==> src/rtl/hazard_stall_ctrl.sv <==
// Hazard and stall controller for a 5-stage pipeline.
// Handles load-use interlocks, taken-branch flushes, data-memory wait states
// with a timeout that halts the pipeline, and a saturating stall-cycle counter.
module hazard_stall_ctrl #(
    parameter int unsigned MAX_WAIT = 8
) (
    input  logic        Clk,
    input  logic        Reset,
    input  logic [4:0]  ID_Rs,
    input  logic [4:0]  ID_Rt,
    input  logic        ID_UsesRt,
    input  logic        EX_MemRead,
    input  logic [4:0]  EX_RegDst,
    input  logic        EX_BranchTaken,
    input  logic        MEM_MemAccess,
    input  logic        Mem_Ack,
    output logic        Mem_Req,
    output logic        PC_Write,
    output logic        IF_ID_Write,
    output logic        ID_EX_Write,
    output logic        EX_MEM_Write,
    output logic        IF_ID_Flush,
    output logic        ID_EX_Bubble,
    output logic        MEM_WB_Bubble,
    output logic        Mem_Err,
    output logic [15:0] StallCycles
);

    typedef enum logic [1:0] {
        RUN      = 2'd0,
        MEM_WAIT = 2'd1,
        HALT     = 2'd2
    } state_t;

    localparam logic [3:0] MAX_WAIT_L = 4'(MAX_WAIT);

    state_t      state_q, state_d;
    logic [3:0]  wait_cnt_q, wait_cnt_d;
    logic        mem_err_q, mem_err_d;
    logic [15:0] stall_cnt_q, stall_cnt_d;

    logic mem_stall;
    logic load_use;

    // Hazard detection: outstanding memory access without ack, and load-use match
    always_comb begin
        mem_stall = MEM_MemAccess & ~Mem_Ack;
        load_use  = EX_MemRead && (EX_RegDst != 5'd0) &&
                    ((EX_RegDst == ID_Rs) || (ID_UsesRt && (EX_RegDst == ID_Rt)));
    end

    // Pipeline control outputs; priority is reset, halt, memory freeze, branch, load-use
    always_comb begin
        Mem_Req       = MEM_MemAccess;
        PC_Write      = 1'b1;
        IF_ID_Write   = 1'b1;
        ID_EX_Write   = 1'b1;
        EX_MEM_Write  = 1'b1;
        IF_ID_Flush   = 1'b0;
        ID_EX_Bubble  = 1'b0;
        MEM_WB_Bubble = 1'b0;
        if (!Reset) begin
            Mem_Req       = 1'b0;
            PC_Write      = 1'b0;
            IF_ID_Write   = 1'b0;
            ID_EX_Write   = 1'b0;
            EX_MEM_Write  = 1'b0;
            IF_ID_Flush   = 1'b1;
            ID_EX_Bubble  = 1'b1;
            MEM_WB_Bubble = 1'b1;
        end else if (state_q == HALT) begin
            Mem_Req       = 1'b0;
            PC_Write      = 1'b0;
            IF_ID_Write   = 1'b0;
            ID_EX_Write   = 1'b0;
            EX_MEM_Write  = 1'b0;
        end else if (mem_stall) begin
            PC_Write      = 1'b0;
            IF_ID_Write   = 1'b0;
            ID_EX_Write   = 1'b0;
            EX_MEM_Write  = 1'b0;
            MEM_WB_Bubble = 1'b1;
        end else if (EX_BranchTaken) begin
            IF_ID_Flush   = 1'b1;
            ID_EX_Bubble  = 1'b1;
        end else if (load_use) begin
            PC_Write      = 1'b0;
            IF_ID_Write   = 1'b0;
            ID_EX_Bubble  = 1'b1;
        end
    end

    // Next-state logic for the wait/timeout FSM and the stall counter
    always_comb begin
        state_d     = state_q;
        wait_cnt_d  = wait_cnt_q;
        mem_err_d   = mem_err_q;
        stall_cnt_d = stall_cnt_q;
        case (state_q)
            RUN: begin
                if (mem_stall) begin
                    state_d    = MEM_WAIT;
                    wait_cnt_d = 4'd1;
                end
            end
            MEM_WAIT: begin
                // Leaving on !mem_stall covers an ack, and also a dropped access
                // (an ack with no access pending is meaningless).
                if (!mem_stall) begin
                    state_d    = RUN;
                    wait_cnt_d = '0;
                end else if (wait_cnt_q == MAX_WAIT_L) begin
                    state_d    = HALT;
                    mem_err_d  = 1'b1;
                end else begin
                    wait_cnt_d = wait_cnt_q + 4'd1;
                end
            end
            HALT: begin
                state_d = HALT;
            end
            default: begin
                state_d    = RUN;
                wait_cnt_d = '0;
            end
        endcase
        if (!PC_Write && (stall_cnt_q != '1)) begin
            stall_cnt_d = stall_cnt_q + 16'd1;
        end
    end

    // State registers with synchronous active-low reset
    always_ff @(posedge Clk) begin
        if (!Reset) begin
            state_q     <= RUN;
            wait_cnt_q  <= '0;
            mem_err_q   <= 1'b0;
            stall_cnt_q <= '0;
        end else begin
            state_q     <= state_d;
            wait_cnt_q  <= wait_cnt_d;
            mem_err_q   <= mem_err_d;
            stall_cnt_q <= stall_cnt_d;
        end
    end

    assign Mem_Err     = mem_err_q;
    assign StallCycles = stall_cnt_q;

endmodule

==> config.mk <==
export PLATFORM = sky130hd
export DESIGN_NAME = hazard_stall_ctrl
export DESIGN_NICKNAME = d
export VERILOG_FILES = /design/src/rtl/hazard_stall_ctrl.sv
export SDC_FILE = /design/constraint.sdc
export NUM_CORES = 1
export LEC_CHECK = 0
export CAP_MARGIN = 20
export CORE_UTILIZATION = 48
export DETAILED_ROUTE_END_ITERATION = 10
export GPL_TIMING_DRIVEN = 0
export PLACE_DENSITY = 0.93
export SYNTH_ARGS = -nofsm -noshare
export SYNTH_HDL_FRONTEND = slang
export SYNTH_SLANG_ARGS = --single-unit
==> constraint.sdc <==
create_clock -name Clk -period 5.55 [get_ports Clk]
set_input_delay 0.8325 -clock Clk [delete_from_list [all_inputs] [get_ports Clk]]
set_output_delay 0.8325 -clock Clk [all_outputs]
set_load 0.01 [all_outputs]
* Word level (Yosys, flattened, before mapping)
Index checks and enable logic that the tools add are counted.
Storage, ports and cells: flip-flop bits (word level) 23, logic and storage cells 59, bits in latches 0, memories 0, ROM bits 0, RAM bits 0, input port bits 22, output and inout port bits 25
Operators by class: $mul 0, divide/modulo/power cells 0, equality and inequality tests 9, shift operators 0, add/sub/neg operators 2, magnitude comparators 0, bitwise operators 3, reductions and logical operators 11, multiplexer cells 30
Operator list (count):
- $mux 1 | 22
- $add 16x1->16 const B | 1
- $ne 16x16->1 const B | 1
- $mux 4 | 3
- $pmux 4 s3 | 1
- $eq 5x5->1 | 2
- $mux 2 | 3
- $ne 3x3->1 const B | 2
- $pmux 2 s3 | 1
- $reduce_and 3->1 | 2
- $reduce_bool 5->1 | 1
- $add 4x1->4 const B | 1
- $eq 4x4->1 const B | 1
- $logic_and 1x1->1 | 4
- $eq 2x1->1 const B | 1
- $eq 2x2->1 const B | 1
- $logic_not 2->1 | 1
- $ne 2x2->1 const B | 1
- $not 1->1 | 2
- $reduce_and 2->1 | 1
- $and 1x1->1 | 1
- $logic_not 1->1 | 1
- $logic_or 1x1->1 | 1

* Longest topological paths before layout
Gate-level depths: netlist of run 1.
word-level depth 11, gate-level depth with buffers 9, depth with buffers taken out 8

* Worst setup path before layout of run 1
No wires, ideal clock.
path type input to output, start in EX_RegDst[1], end out PC_Write, data required time 4.718 ns, buffers on the path 1, cell stages on the path 4, slack 2.888 ns, arrival 1.829 ns, cell sequence nor4_1 a211oi_1 a21oi_1 buf_4
On the way: cells in the longest elaborated chain, start to end 9, elaborated cells on any way between the ends 12, those cells by class eq/ne: 2; mux: 5; reduce/logical: 5
Ends and longest elaborated chain:
- from (decl) | line 13 | input logic [4:0] EX_RegDst,
- $eq 5x5->1 | line 49 | ((EX_RegDst == ID_Rs) || (ID_UsesRt && (EX_RegDst == ID_Rt)));
- $logic_and 1x1->1 | line 49
- $logic_or 1x1->1 | line 49
- $logic_and 1x1->1 (*) | line 48 | load_use = EX_MemRead && (EX_RegDst != 5'd0) &&
- $mux 1 (*) (5 in series)
- to (decl) | line 18 | output logic PC_Write,
Every way passes the cells marked *; elsewhere a longest branch is shown, timed or not.

* Final worst setup path of run 1
start in EX_RegDst[1], end out PC_Write
On the way: cells in the longest elaborated chain, start to end 9, elaborated cells on any way between the ends 12, those cells by class eq/ne: 2; mux: 5; reduce/logical: 5
Ends and longest elaborated chain:
- $eq 5x5->1 | line 49
- $logic_and 1x1->1 | line 49
- $logic_or 1x1->1 | line 49
- $logic_and 1x1->1 (*) | line 48
- $mux 1 (*) | line 86 | end else if (load_use) begin
- $mux 1 (*) | line 83 | end else if (EX_BranchTaken) begin
- $mux 1 (*) | line 77 | end else if (mem_stall) begin
- $mux 1 (*) | line 71 | end else if (state_q == HALT) begin
- $mux 1 (*) | line 62 | if (!Reset) begin
Marks and branches as above.

==> results.yml, run 1 <==
critical_path:
  worstPathCellList: "clkdlybuf4s50_1 > nor4_1 > a211oi_1 > a21oi_1 > buf_4 > clkdlybuf4s50_1"
  worstPathArrival_ns: 2.94
  crit_type: "in -> out"
  slowest_delay_ns: 0.52
  start_kind: "input port"
  slowest_stage: "clkdlybuf4s50_1"
  crit_fanout: 4
  crit_required_ns: 4.72
  endpoint_kind: "primary output"
  critical_path.most_common_cell: "clkdlybuf4s50_1"
layout:
  multi_input_area_um2: 800.8
  post-route-util: 0.7271
  drive_gt1_frac: 0.05556
  n_fill_cell: 208
  final_common_cell: "clkdlybuf4s50_1"
  nets: 242
  final_cell_mix: "clkdlybuf4s50_1, dfxtp_1, a21oi_1, nand2_1, nor2_1"
  stdcell_count: 246
  area_growth_pct: 39.18
  n_antenna_cell: 0
  seqCellArea_um2: 460.4
floorplanning:
  ioPinCount: 47
  initial_core_util: 0.5224
  die_height_um: 54.86
  core_area_um2: 2567
  die_x_um: 54.86
  die_area_um2: 3010
  rows: 18
global_routing:
  antenna_found_initial: 0
  grt.total_usage: 0.2586
  grt_overflow: 0
  grt_pass1_wl_um: 5471
  grt_max_degree: 14
  grt_pass1_vias: 1239
drt:
  post-route-drc-count: 0
  vias: 1421
  routed_via_density: 5.776
  drt_iter0_drc: 35
  wirelength_um: 3687
  antenna_left: 0
  first_pass_iters: 5
  wl_per_cell_um: 14.99
timing:
  fin_skew_ns: 0.002584
  slew_headroom: 0.7062
  setup_tns_ns: 0
  fin_crit_ns: 3.775
  finalCritPeriodShare: 0.6801
  slew_violations: 0
  rsz0062_at_grt: "false"
  worstMarginPinSlew_ns: 0.4374
  hold_viol: 0
  max_freq_mhz: 264.9
  worst_slack_ns: 1.775
  setup_viol: 0
power:
  p_int_w: 0.0002346
  p_comb_frac: 0.220
  ir_worst_vdd_v: 0.0001712
  clock_power_share: 0.247
  total_power_w: 0.0003234
  cellPowerDensity_nw_per_um2: 173.2
  switching_share: 0.2747
  p_switching_w: 0.00008885
  seq_power_share: 0.532
  leakage_nw: 0.6657
outcome:
  status: "finished, final reports clean"
placed_design:
  place_inst: 242
  dp_hpwl_um: 2817
  place.gp.congestion: 0.8634
  pre_cts_ws_ns: 1.793
  portBuffers: 46
worst_hold_path:
  hold_path_class: "reg -> reg"
clock_tree:
  cts_buffers: 3
  cts_hold_repair.buffers: 0
  cts-root-buf: "clkbuf_4"
  cts.repair.resized: 0
  clockBufferDepth: 2
  clkSlewWorstSetupHoldPaths_ns: 0.13
  clock_latency_ns: 0.32
  cts.sinks: 23
  cts_tree: "yes"
  htreeDepth: 1
  cts_setup_buffers: 0
synthesis:
  ys_seq_area_frac: 0.3433
  synth-seq-cells: 23
  synth.distinct_cells: 39
  syn-num-nets: 191
  syn_avg_cell_area_um2: 8.080
  postSynthCellCount: 166
  synthesis.area_um2: 1341
  yosysWarnings: 0
run:
  maxCapViolCount: 0
==> registers in the layout (all words and copies together) (netlist names) <==
name         count
state_q          2
wait_cnt_q       4
Mem_Err          1
StallCycles     16
==> cell families (layout without fill, tap and decap cells) <==
family / Yosys count / count (layout) / synth area share
AOI/OAI and AO/OA: 44 / 44 / 0.1978
and+or+nand+nor: 69 / 69 / 0.2855
buffers and inverters: 14 / 64 / 0.05970
DFF: 23 / 23 / 0.3433
adders and majority gates: 3 / 3 / 0.02799
xor gates and xnor gates: 12 / 12 / 0.07836
muxes: 1 / 1 / 0.007463
==> through the flow <==
step	hold WS, ns	cell area [um2]
2_1_floorplan	0.4792	1341
3_3_place_gp	0.4592	1839
3_5_place_dp	0.4869	1839
4_1_cts	0.5102	1867
5_1_grt	0.5375	1867
6_report	0.5068	1867
==> layer usage <==
metal | wire length, um | track usage | up-vias
met5 | 0 | 0 | -
met3 | 248 | 0.06667 | 9
met4 | 58 | 0.1068 | 0
met1 | 1480 | 0.2836 | 648
li1 | - | - | 706
met2 | 1900 | 0.4639 | 58
==> worst paths after layout <==
path | startpoint | endpoint | slack [ns] | cells after the start
setup / recovery | EX_RegDst[1] | PC_Write | 1.78 | 6
hold / removal | Mem_Err | Mem_Err | 0.51 | 2
setup reg to reg | StallCycles[0] | StallCycles[1] | 3.20 | 9
hold reg to reg | Mem_Err | Mem_Err | 0.51 | 2
==> power by group through the flow <==
stage / Combinational [W] / Clock (W) / Sequential, W
after detailed placement: 0.0000710 / 0 / 0.000176
final: 0.0000713 / 0.0000800 / 0.000172
after CTS: 0.0000712 / 0.0000813 / 0.000172
after global routing: 0.0000768 / 0.0000873 / 0.000173
after global placement: 0.0000667 / 0 / 0.000175
after floorplan: 0.0000326 / 0 / 0.000176
==> layout make-up <==
type                    count  share of cell area
repair buffers             46              0.2466
inverters                   7             0.01408
plain buffers               7             0.02882
clock buffers               3             0.01206
flip-flops and latches     23              0.2466
well taps                  30             0.02011
clock inverters             1            0.002681
multi-input cells         129              0.4290
==> synth_stat cells (all sizes together) <==
| master | number | share of area |
|---|---|---|
| a211oi | 1 | 0.0056 |
| a21oi | 18 | 0.076 |
| a41o | 1 | 0.0075 |
| and2 | 2 | 0.0093 |
| and3 | 6 | 0.028 |
| and4 | 2 | 0.015 |
| buf | 5 | 0.035 |
| clkbuf | 2 | 0.0056 |
| dfxtp | 23 | 0.34 |
| ha | 3 | 0.028 |
| inv | 7 | 0.020 |
| mux2i | 1 | 0.0075 |
| nand2 | 14 | 0.039 |
| nand2b | 2 | 0.0093 |
| nand3 | 10 | 0.037 |
| nand4 | 4 | 0.030 |
| nand4b | 1 | 0.0065 |
| nor2 | 11 | 0.031 |
| nor2b | 1 | 0.0047 |
| nor3 | 2 | 0.0075 |
| nor4 | 1 | 0.0047 |
| o21a | 2 | 0.011 |
| o21ai | 14 | 0.052 |
| o21bai | 1 | 0.0056 |
| o22a | 1 | 0.0065 |
| o22ai | 2 | 0.0093 |
| o311a | 1 | 0.0075 |
| o31ai | 3 | 0.017 |
| or3 | 10 | 0.047 |
| or4 | 3 | 0.017 |
| xnor2 | 10 | 0.065 |
| xor2 | 2 | 0.013 |
==> critical path, delay by kind of cell <==
family,cells,cell delay [ns]
AND/OR/NAND/NOR,1,0.44
buffers and inverters,3,1.17
AO/OA/AOI/OAI,2,0.50
(Power assumes the default switching activity.)
==> inputs of run 2 (changes only) <==
Settings changed: CORE_UTILIZATION 48 to 45, PLACE_DENSITY 0.93 to 0.89.
Clock period 5.55 ns to 3.7 ns, I/O delays scaled along.
==> run 2 against run 1 <==
  * Clock power is 45% higher
  * Combinational power is 43% higher
  * Utilization is 5.5 points lower
  * Die area is 6.4% higher
  * Sequential power is 50% higher
  * Critical path type unchanged
  * Critical endpoint unchanged
==> results.yml, run 2 (same netlist as run 1, synthesis figures left out) <==
critical_path:
  reg2reg_depth: 9
  endpoint_kind: "primary output"
  slowest_stage: "clkdlybuf4s50_1"
  rr_endpoint: "StallCycles[1]"
  cp_num_buf_inv: 3
  crit_type: "in -> out"
  worstPathCellList: "clkdlybuf4s50_1 > xnor2_1 > nand4_1 > o22ai_1 > a21oi_1 > buf_4 > clkdlybuf4s50_1"
  start_kind: "input port"
  crit_required_ns: 3.14
  worstPathArrival_ns: 2.59
  crit_start: "EX_RegDst[4]"
  critical_path.most_common_cell: "clkdlybuf4s50_1"
  path_depth: 7
  rrSetupSlack_ns: 1.42
  crit_end: "PC_Write"
  r2r_start: "StallCycles[0]"
  crit_fanout: 4
  slowest_delay_ns: 0.55
  crit_family: "buffers and inverters"
timing:
  fin_crit_ns: 3.142
  rsz0062_at_grt: "false"
  setup_tns_ns: 0
  worstMarginPinSlew_ns: 0.4654
  hold_viol: 0
  fin_skew_ns: 0.004513
  setup_viol: 0
  max_freq_mhz: 318.3
  finalCritPeriodShare: 0.8491
  slew_headroom: 0.6897
  slew_violations: 0
drt:
  vias: 1384
  routed_via_density: 5.603
  wl_per_cell_um: 11.96
  first_pass_iters: 4
  wirelength_um: 2953
  drt_iter0_drc: 69
  antenna_left: 0
  post-route-drc-count: 0
layout:
  stdcell_count: 247
  n_antenna_cell: 0
  n_fill_cell: 244
  drive_gt1_frac: 0.05556
  final_cell_mix: "clkdlybuf4s50_1, dfxtp_1, a21oi_1, nand2_1, nor2_1"
  area_growth_pct: 39.27
  final_common_cell: "clkdlybuf4s50_1"
  largest_reg_flops: 16
  nets: 242
clock_tree:
  cts_buffers: 3
  cts.repair.resized: 0
  cts.sinks: 23
  htreeDepth: 1
  cts-root-buf: "clkbuf_4"
  cts_tree: "yes"
  clkSlewWorstSetupHoldPaths_ns: 0.12
  cts_setup_buffers: 0
  cts_hold_repair.buffers: 0
  clock_latency_ns: 0.31
  clockBufferDepth: 2
power:
  p_comb_frac: 0.215
  switching_share: 0.2619
  clock_power_share: 0.244
  p_int_w: 0.0003514
  p_switching_w: 0.0001247
  leakage_nw: 0.6657
  ir_worst_vdd_v: 0.0002725
  cellPowerDensity_nw_per_um2: 254.9
  seq_power_share: 0.541
run:
  maxCapViolCount: 0
floorplanning:
  rows: 19
  die_height_um: 56.60
  ioPinCount: 47
  initial_core_util: 0.4822
  die_x_um: 56.60
  core_area_um2: 2781
  die_area_um2: 3203
global_routing:
  grt.total_usage: 0.1956
  grt_pass1_vias: 1178
  grt_max_degree: 14
  grt_overflow: 0
  antenna_found_initial: 0
  grt_pass1_wl_um: 5057
outcome:
  status: "finished, final reports clean"
placed_design:
  portBuffers: 46
  dp_hpwl_um: 2262
  place.gp.congestion: 0.7962
  place_inst: 243
worst_hold_path:
  hold_path_class: "reg -> reg"
## run 2: cell counts in the layout (fill, tap and decap cells not counted)
Identical to the previous run, type by type.
## run 2: worst min-delay path, delay by kind of cell, from the launching register on
family,cells,cell delay (ns)
flip-flops,1,0.35
AND/OR/NAND/NOR,2,0.12
## run 2: per-stage QoR
stage               hold WS [ns]  setup slack, ns  utilization  cell area (um2)   power, W
global route              0.5406           0.3877       0.6716             1868  0.0004982
finish                    0.4981           0.5585       0.6716             1868  0.0004761
global placement          0.4621           0.5723       0.6617             1841  0.0003639
CTS                       0.5029           0.5261       0.6716             1868  0.0004806
floorplan                 0.4792            1.593            -             1341  0.0003128
detailed placement        0.4673           0.5358       0.6617             1841  0.0003661
## run 2: metal layers
metal  vias to the layer above  wire, um  part of all wire  track usage
met5                         -         0                 0            0
met4                         0        35             0.012      0.05226
met3                         4       170             0.058      0.04839
met2                        36      1343              0.45       0.3294
met1                       642      1404              0.48       0.2475
li1                        702         -                 -            -
## run 2: power by group through the flow
| stage | Clock [W] | Combinational, W | Sequential (W) |
|---|---|---|---|
| after floorplan | 0 | 0.0000489 | 0.000264 |
| after global placement | 0 | 0.000101 | 0.000263 |
| after detailed placement | 0 | 0.000103 | 0.000263 |
| after CTS | 0.000119 | 0.000103 | 0.000258 |
| after global routing | 0.000128 | 0.000111 | 0.000259 |
| final | 0.000116 | 0.000102 | 0.000258 |
## run 2: worst min path at each step
stage,from,to,cells after the start
global placement,Mem_Err,Mem_Err,2
global route,wait_cnt_q[1],wait_cnt_q[1],2
CTS,Mem_Err,Mem_Err,2
finish,Mem_Err,Mem_Err,2
floorplan,wait_cnt_q[1],wait_cnt_q[1],2
detailed placement,Mem_Err,Mem_Err,2
## run 2: area by class of cell
type | instances | area, um2 | area share
flip-flops and latches | 23 | 460.4 | 0.2465
multi-input cells | 129 | 800.8 | 0.4287
clock inverters | 1 | 5.005 | 0.002679
plain buffers | 7 | 53.80 | 0.02880
clock buffers | 3 | 22.52 | 0.01206
repair buffers | 46 | 460.4 | 0.2465
inverters | 7 | 26.28 | 0.01407
well taps | 31 | 38.79 | 0.02076
==> patch: new RTL, config.mk and constraints of run 2 <==
The 3 states of `state_t` get a one-hot encoding in 3 bits.
--- a/src/rtl/hazard_stall_ctrl.sv
+++ b/src/rtl/hazard_stall_ctrl.sv
@@ -27,8 +27,8 @@
 );
 
-    typedef enum logic [1:0] {
-        RUN      = 2'd0,
-        MEM_WAIT = 2'd1,
-        HALT     = 2'd2
+    typedef enum logic [2:0] {
+        RUN      = 3'b001,
+        MEM_WAIT = 3'b010,
+        HALT     = 3'b100
     } state_t;
 
Check against the original RTL: same outputs for any inputs over 10 cycles, from zero or initial values and one cycle with Reset low; not proved beyond that.
==> patch against run 2 <==
Total power increased by 1.8%. Setup slack worse by 0.44 ns. Final area rose by 10%. Wire length rose by 27%. Core utilization is 1.5 points lower. Sequential cell count up 1. Via count is 11% higher. Clock skew rose by 0.0096 ns. Synthesized area increased by 12%. Critical endpoint unchanged. Highest routed layer unchanged.
==> patch: results (changes against run 2) <==
[place]
gp_congestion = 0.825  ; +3.6%
placed_area_mm2 = 0.00202  ; +9.9%
dp_hpwl_mm = 2.88  ; +27%
dpl.cell_count = 278  ; +14%
dp_slack_ns = 0.0234  ; -0.512 ns

[finish]
drive_gt1_frac = 0.0717  ; +0.0162
fin_nets = 264  ; +9.1%
finalInstanceArea_mm2 = 0.00205  ; +10%

[route]
via_per_inst = 5.47  ; -2.4%
wl_mm = 3.76  ; +27%
drt_iter0_markers = 136  ; +97%
via_count = 1537  ; +11%

[synthesis]
synth_compound_area_frac = 0.178  ; -0.0193
synth_fp_nets = 213  ; +12%
synthDistinctLibCells = 41  ; +5.1%
synth_xor_area_frac = 0.0639  ; -0.0145
netlist_instances = 188  ; +13%
synth_common_cells = dfxtp_1 (24), nand2_1 (18), a21oi_1 (17)
ys_seq_area_frac = 0.319  ; -0.0246

[critical_path]
path_max_fanout = 11  ; +7
cp.arrival_ns = 3.03  ; +0.44 ns
cpPeakStageDelay_ns = 0.52  ; -0.03 ns

[timing]
max_slew_margin = 0.714  ; +0.0242
skew_ns = 0.0141  ; +0.00958 ns

[run_status]
outcome = finished, final reports clean

[global_route]
grt_usage = 0.227  ; +0.0316
grt_start_max_net_pins = 13  ; -1
grt_pass1_wl_mm = 6.22  ; +23%

[power]
ir_worst_vdd_uv = 197  ; -28%

-- patch: cell count changes after synthesis, moves of 3 or more --
| cell | delta |
|---|---|
| mux2i_1 | +4 |
| nand2_1 | +4 |
| nand2b_1 | +4 |
| nand3_1 | +6 |
| nor2b_1 | +5 |
| o21ai_1 | -5 |
| o31ai_1 | +3 |
| o41ai_1 | +3 |
| or3_1 | -9 |
| or4_1 | +5 |
-- patch: layer usage --
metal  track usage  part of all wire  wire, um  vias up
met2         0.411              0.52      1940       51
met5             0                 0         0        -
met3        0.0433             0.056       210        6
met4        0.0664             0.010        39        0
met1         0.269              0.42      1570      697
li1              -                 -         -      783
-- patch: power by group through the flow --
stage                     combinational (mW)  clock, mW  sequential [mW]
after floorplan                       0.0499          0            0.274
after global placement                 0.101          0            0.273
after detailed placement               0.103          0            0.274
after CTS                              0.103      0.117            0.268
after global routing                   0.112      0.127            0.269
final                                  0.103      0.114            0.268
-- patch: cells by family after synthesis --
| logic type | Yosys count |
|---|---|
| DFF | 24 |
| buffers and inverters | 17 |
| adders and majority gates | 3 |
| and+or+nand+nor | 85 |
| AOI/OAI and AO/OA | 43 |
| muxes | 5 |
| xor gates and xnor gates | 11 |
-- patch: what timing repair did --
item | 4_1_cts | 5_1_grt
setup endpoints to repair | 0 | 1
hold buffers | 0 | 0
resized for setup | 0 | 3
-- patch: worst max-delay path: cells and delay by family --
family / cells / cell delay [ns]
buf+inv: 6 / 1.52
compound gates: 2 / 0.39
simple gates: 2 / 0.56
-- patch: cell type report --
type | instances | area [um^2]
Multi-Input combinational cell | 147 | 930
Tap cell | 44 | 55.1
Sequential cell | 24 | 480
Buffer | 11 | 76.3
Inverter | 6 | 25.0
Timing Repair Buffer | 46 | 465
Clock buffer | 3 | 22.5
Fill cell | 262 | 1070
-- patch: final timing paths --
| path | start | to | slack [ns] | depth (start not counted) |
|---|---|---|---|---|
| setup / recovery | EX_RegDst[3] | PC_Write | 0.12 | 10 |
| hold / removal | wait_cnt_q[3] | wait_cnt_q[3] | 0.46 | 1 |
| setup reg to reg | StallCycles[3] | StallCycles[13] | 1.65 | 8 |
| hold reg to reg | wait_cnt_q[3] | wait_cnt_q[3] | 0.46 | 1 |
